--- config.mk ---
export PLATFORM = sky130hd
export DESIGN_NAME = image_buffer
export DESIGN_NICKNAME = d
export VERILOG_FILES = /design/src/rtl/image_buffer.sv
export SDC_FILE = /design/constraint.sdc
export NUM_CORES = 1
export LEC_CHECK = 0
export CELL_PAD_IN_SITES_DETAIL_PLACEMENT = 1
export CELL_PAD_IN_SITES_GLOBAL_PLACEMENT = 2
export CORE_AREA = 10 10 356 358
export DETAILED_ROUTE_END_ITERATION = 8
export DIE_AREA = 0 0 366 368
export PLACE_DENSITY_LB_ADDON = 0.1
export SYNTH_ARGS = -nofsm -noshare
export SYNTH_HDL_FRONTEND = slang
export SYNTH_SLANG_ARGS = --single-unit
--- constraint.sdc ---
create_clock -name clk -period 108.6 [get_ports clk]
set_input_delay 27.15 -clock clk [delete_from_list [all_inputs] [get_ports clk]]
set_output_delay 27.15 -clock clk [all_outputs]
set_load 0.02 [all_outputs]
--- src/rtl/image_buffer.sv ---
// Byte-stream image assembler: collects NUM_BYTES bytes into a parallel image word
// and holds it until buffer_clear. Optional sticky overflow flag: IMAGE_BUFFER_OVERFLOW_FLAG_EN.
module image_buffer #(
  parameter int IMG_BITS = 904,
  parameter int BYTE_W   = 8,
  localparam int NUM_BYTES = IMG_BITS / BYTE_W,
  localparam int CNT_W     = $clog2(NUM_BYTES + 1)
) (
  input  logic                clk,
  input  logic                rst,
  input  logic [BYTE_W-1:0]   data_in,
  input  logic                data_valid,
  output logic                data_ready,
  input  logic                buffer_clear,
  output logic [IMG_BITS-1:0] img_out,
  output logic                img_buffer_full,
`ifdef IMAGE_BUFFER_OVERFLOW_FLAG_EN
  output logic                overflow,
`endif
  output logic [CNT_W-1:0]    byte_count
);

  typedef enum logic [1:0] {
    EMPTY   = 2'd0,
    FILLING = 2'd1,
    FULL    = 2'd2
  } state_t;

  state_t state;
  logic   accept;

  // Handshake: a byte transfers on a rising edge where data_valid && data_ready.
  // data_ready drops while FULL and in any cycle where buffer_clear is asserted,
  // so a clear always wins over a simultaneous byte.
  assign data_ready = (state != FULL) && !buffer_clear;
  assign accept     = data_valid && data_ready;

  always_ff @(posedge clk or posedge rst) begin
    if (rst) begin
      state           <= EMPTY;
      img_out         <= '0;
      img_buffer_full <= 1'b0;
      byte_count      <= '0;
`ifdef IMAGE_BUFFER_OVERFLOW_FLAG_EN
      overflow        <= 1'b0;
`endif
    end else if (buffer_clear) begin
      state           <= EMPTY;
      img_out         <= '0;
      img_buffer_full <= 1'b0;
      byte_count      <= '0;
`ifdef IMAGE_BUFFER_OVERFLOW_FLAG_EN
      overflow        <= 1'b0;
`endif
    end else begin
      case (state)
        EMPTY, FILLING: begin
          if (accept) begin
            // Direct placement by index: unwritten bytes keep their cleared value.
            for (int k = 0; k < NUM_BYTES; k++) begin
              if (byte_count == CNT_W'(k))
                img_out[IMG_BITS-1-BYTE_W*k -: BYTE_W] <= data_in;
            end
            byte_count <= byte_count + CNT_W'(1);
            if (byte_count == CNT_W'(NUM_BYTES - 1)) begin
              state           <= FULL;
              img_buffer_full <= 1'b1;
            end else begin
              state <= FILLING;
            end
          end
        end
        FULL: begin
`ifdef IMAGE_BUFFER_OVERFLOW_FLAG_EN
          if (data_valid)
            overflow <= 1'b1;
`endif
        end
        default: begin
          state           <= EMPTY;
          img_out         <= '0;
          img_buffer_full <= 1'b0;
          byte_count      <= '0;
        end
      endcase
    end
  end

`ifdef IMAGE_BUFFER_OVERFLOW_FLAG_EN
`ifndef SYNTHESIS
  always @(posedge clk) begin
    if (!rst && state == FULL && data_valid && !buffer_clear)
      $display("[IMAGE_BUFFER] @%0t overflow byte=%h", $time, data_in);
  end
`endif
`endif

endmodule

# == After elaboration in Yosys (flattened, before gate mapping) ==
# Index checks and enable logic that the tools add are counted.
# classes
n_mul,0
order_cmp,0
bitwise,0
muxes,127
n_shift,0
reduce_logical,120
eq_ne,230
n_div,0
add_sub_neg,1
# ops
op,n
two-way mux 904 bit,2
case mux 904 bit (2 select lines),1
two-way mux 8 bit,113
== test 7 bit (second input constant),49
!= test 3 bit (second input constant),114
AND reduction 3 bit,113
== test 7 x 6 -> 1 bit (second input constant),32
== test 7 x 5 -> 1 bit (second input constant),16
== test 7 x 4 -> 1 bit (second input constant),8
== test 7 x 3 -> 1 bit (second input constant),4
== test 7 x 2 -> 1 bit (second input constant),2
two-way mux 7 bit,2
case mux 7 bit (2 select lines),1
adder 7 x 1 -> 7 bit (second input constant),1
== test 7 x 1 -> 1 bit (second input constant),1
zero test 7 bit,1
two-way mux 2 bit,3
!= test 2 bit (second input constant),2
case mux 2 bit (2 select lines),1
two-way mux 1 bit,3
== test 2 x 1 -> 1 bit (second input constant),1
== test 2 bit (second input constant),1
logical AND 1 bit,2
zero test 2 bit,1
4 further kinds,4
# totals
memories,0
mem_bits_rw,0
mem_bits_ro,0
register_bits,914
latch_bits,0

# == Longest topological paths before layout ==
# logic_depth
word_depth,6
depth_mapped,8
depth_no_buf,5

# == Worst setup path after synthesis ==
# Ideal clock, no wire load.
# synth_timing
path_type,input to output
startpoint,input buffer_clear
endpoint,output data_ready
t_required_ns,81.450
stages,2
slack_ns,53.854
t_arrival_ns,27.596
path_cell_list,buf_2 nor2_1
# synth_via
elab_chain_cells,2
# synth_lines
item,line_no,source
start: declaration,14,"input logic buffer_clear,"
zero test 1 bit,35,assign data_ready = (state != FULL) && !buffer_clear;
logical AND 1 bit,35,
end: declaration,13,"output logic data_ready,"
# Every way passes these cells.

# == Worst setup path in the final report ==
# Same ends and word-level chain as after synthesis.

==> metrics.cfg <==
[die]
core_area_um2=119000
num_io_pins=925
row_count=127
initial_core_util_pct=32.8
die_x_um=366
fp.dieArea_um2=135000
die_y_um=368

[outcome]
outcome=finished, final reports clean

[synth]
synth_cell_type_count=44
synth-edff-count=0
synthFlopType=dfrtp_1
syn-instance-count=3183
synth-seq-area-share_pct=58.4
synthArstFlopShare_pct=100
yosysWarnings=0
synth_top_area_cell=dfrtp_1
syn_area_per_cell_um2=12.3
synth_top_area_share_pct=58.4
synth_commonest_cells=918 x nand2_1, 914 x dfrtp_1, 906 x mux2i_1, 138 x buf_2, 104 x clkbuf_1
synth.area.top_cells=dfrtp_1 58%, mux2i_1 23%, nand2_1 8.8%, a211oi_4 3.8%, buf_2 1.8%
synth_nets=3199
yosysMostFrequentCell=nand2_1
synth-seq-cells=914
syn-cell-area_um2=39200

[cts]
clk-insertion-delay-late_ns=0.69
cts-resized-gates=0
clock_sinks=914
cts_tree=done
htree_levels=3
hold_buffers=0
cts_buffers=107
cts-root-buf=clkbuf_16
clk_path_buf_depth=3
post_cts_buffers=0
cts.clk_slew.worst_paths_ns=0.05

[timing]
max_freq_mhz=17.9
post-route-min-period_ns=55.88
setup_violations=0
drv_slew=0
worst_pin_slew_ns=1.14
fin_setup_tns_ns=0
fin_worst_skew_ns=0.0268
finalCritPeriodShare_pct=51.5
worst_slew_margin_rel_pct=23.9
final_hold_viol_count=0
rsz0062_at_grt=no

[route]
via_per_inst=4.87
drt_wl_total_mm=167
route.detailed.drc=0
vias=27800
dr.pass1.iters=4
first_iter_violations=1641
post_drt_wl_per_cell_um=29.4
final_antenna_net_count=0

[setup_path]
timing.rr.end=img_out[278]$_DFFE_PP0P_
timing.rr.start=state[1]$_DFFE_PP0P_
cp.required_ns=81.45
reg2reg_slack_ns=103.52
cp-end-kind=output port
cp_common_cell=clkdlybuf4s50_1
worst_setup_path_start_kind=input port
crit_type=in2out
path_cells=clkdlybuf4s50_1, nor2_1, clkdlybuf4s50_1
critical-path-max-stage-delay_ns=0.69
path_buf_inv=2
crit_fanout=8
cp_top_family=buffers and inverters
r2r_cells=7
critPathSlowestCell=clkdlybuf4s50_1
critical_path_arrival_ns=28.73

[pwr]
power.density_nw_per_um2=14.0
ir_drop_mv=0.0116
total_power_uw=749
leakagePower_uw=0.0233

[grt]
overflow=0
grt_max_degree=183
antenna_found_initial=1
grt_pass1_vias=29800
grt_pass1_wl_mm=239
grt_usage_pct=24.1

[placement]
place.gp.congestion=0.772
hpwl_mm=115
io_buffers=924

[layout]
drive_gt1_share_pct=8.83
antenna_cells=0
nets=4020
syn2layout_area_growth_pct=36.2

[hold_path]
hold_start=img_buffer_full$_DFFE_PP0P_
hold_path_class=reg2reg
worstHoldEndpoint=img_buffer_full$_DFFE_PP0P_
whs_path_depth=1

[flow_run]
maxCapViolations=0

[registers in the layout, summed over array words and instances (netlist names)]
register and flops:
img_buffer_full 1, byte_count 7, img_out 904, state 2
[routing by layer]
metal | vias up | GRT usage (%) | part of all wire (%)
li1 | 12300 | - | -
met1 | 14500 | 28.4 | 40
met2 | 740 | 40.5 | 48
met3 | 196 | 8.56 | 8.0
met4 | 2 | 8.59 | 3.7
met5 | - | 0 | 0.0054
[through the flow]
step                      cell area [µm²]  cells  setup slack (ns)  utilization [%]  hold slack [ns]
final                               53300   5701             52.72             44.7            0.494
after global routing                53300   5701             52.61             44.7            0.524
after global placement              49700   5507             52.73             41.6            0.476
after CTS                           53300   5701             52.66             44.7            0.502
after floorplan                     39200   3183             53.85                -            0.609
after detailed placement            49700   5507             52.67             41.6            0.489
[logic make-up after synthesis]
| group | after synthesis | share of synthesized area [%] |
|---|---|---|
| multiplexers | 906 | 23.2 |
| AND/OR/NAND/NOR | 968 | 9.84 |
| adder cells (fa/ha/maj) | 4 | 0.128 |
| AO/OA/AOI/OAI | 126 | 5.20 |
| flip-flops | 914 | 58.4 |
| buffers and inverters | 265 | 3.27 |
[final cells by class]
cell class,count,area [µm²]
Sequential cell,914,22900
Multi-Input combinational cell,2004,15100
Tap cell,1612,2020
Clock inverter,31,373
Inverter,4,22.5
Timing Repair Buffer,973,9670
Fill cell,12500,66000
Clock buffer,163,3250
[layout by cell type, fill, tap and decap left out, drive strengths merged, types with 6 or more instances in the layout]
master	n
nand3	6
clkdlybuf4s50	924
clkinv	19
mux2i	906
o211ai	34
inv	7
clkbuf	163
nor3b	7
dfrtp	914
bufinv	7
a211oi	77
a211o	6
nand2	918
buf	49
nand3b	11
[report_power, final]
| part | internal (µW) | switching (µW) | total [µW] |
|---|---|---|---|
| combinational | 4.70 | 28.8 | 33.5 |
| clock | 222 | 152 | 373 |
| sequential | 341 | 0.471 | 342 |
[worst max path at each step]
stage | startpoint | end | cells after the start
3_3_place_gp | buffer_clear | data_ready | 3
5_1_grt | buffer_clear | data_ready | 3
6_report | buffer_clear | data_ready | 3
2_1_floorplan | buffer_clear | data_ready | 2
4_1_cts | buffer_clear | data_ready | 3
3_5_place_dp | buffer_clear | data_ready | 3
(Power assumes the default switching activity.)
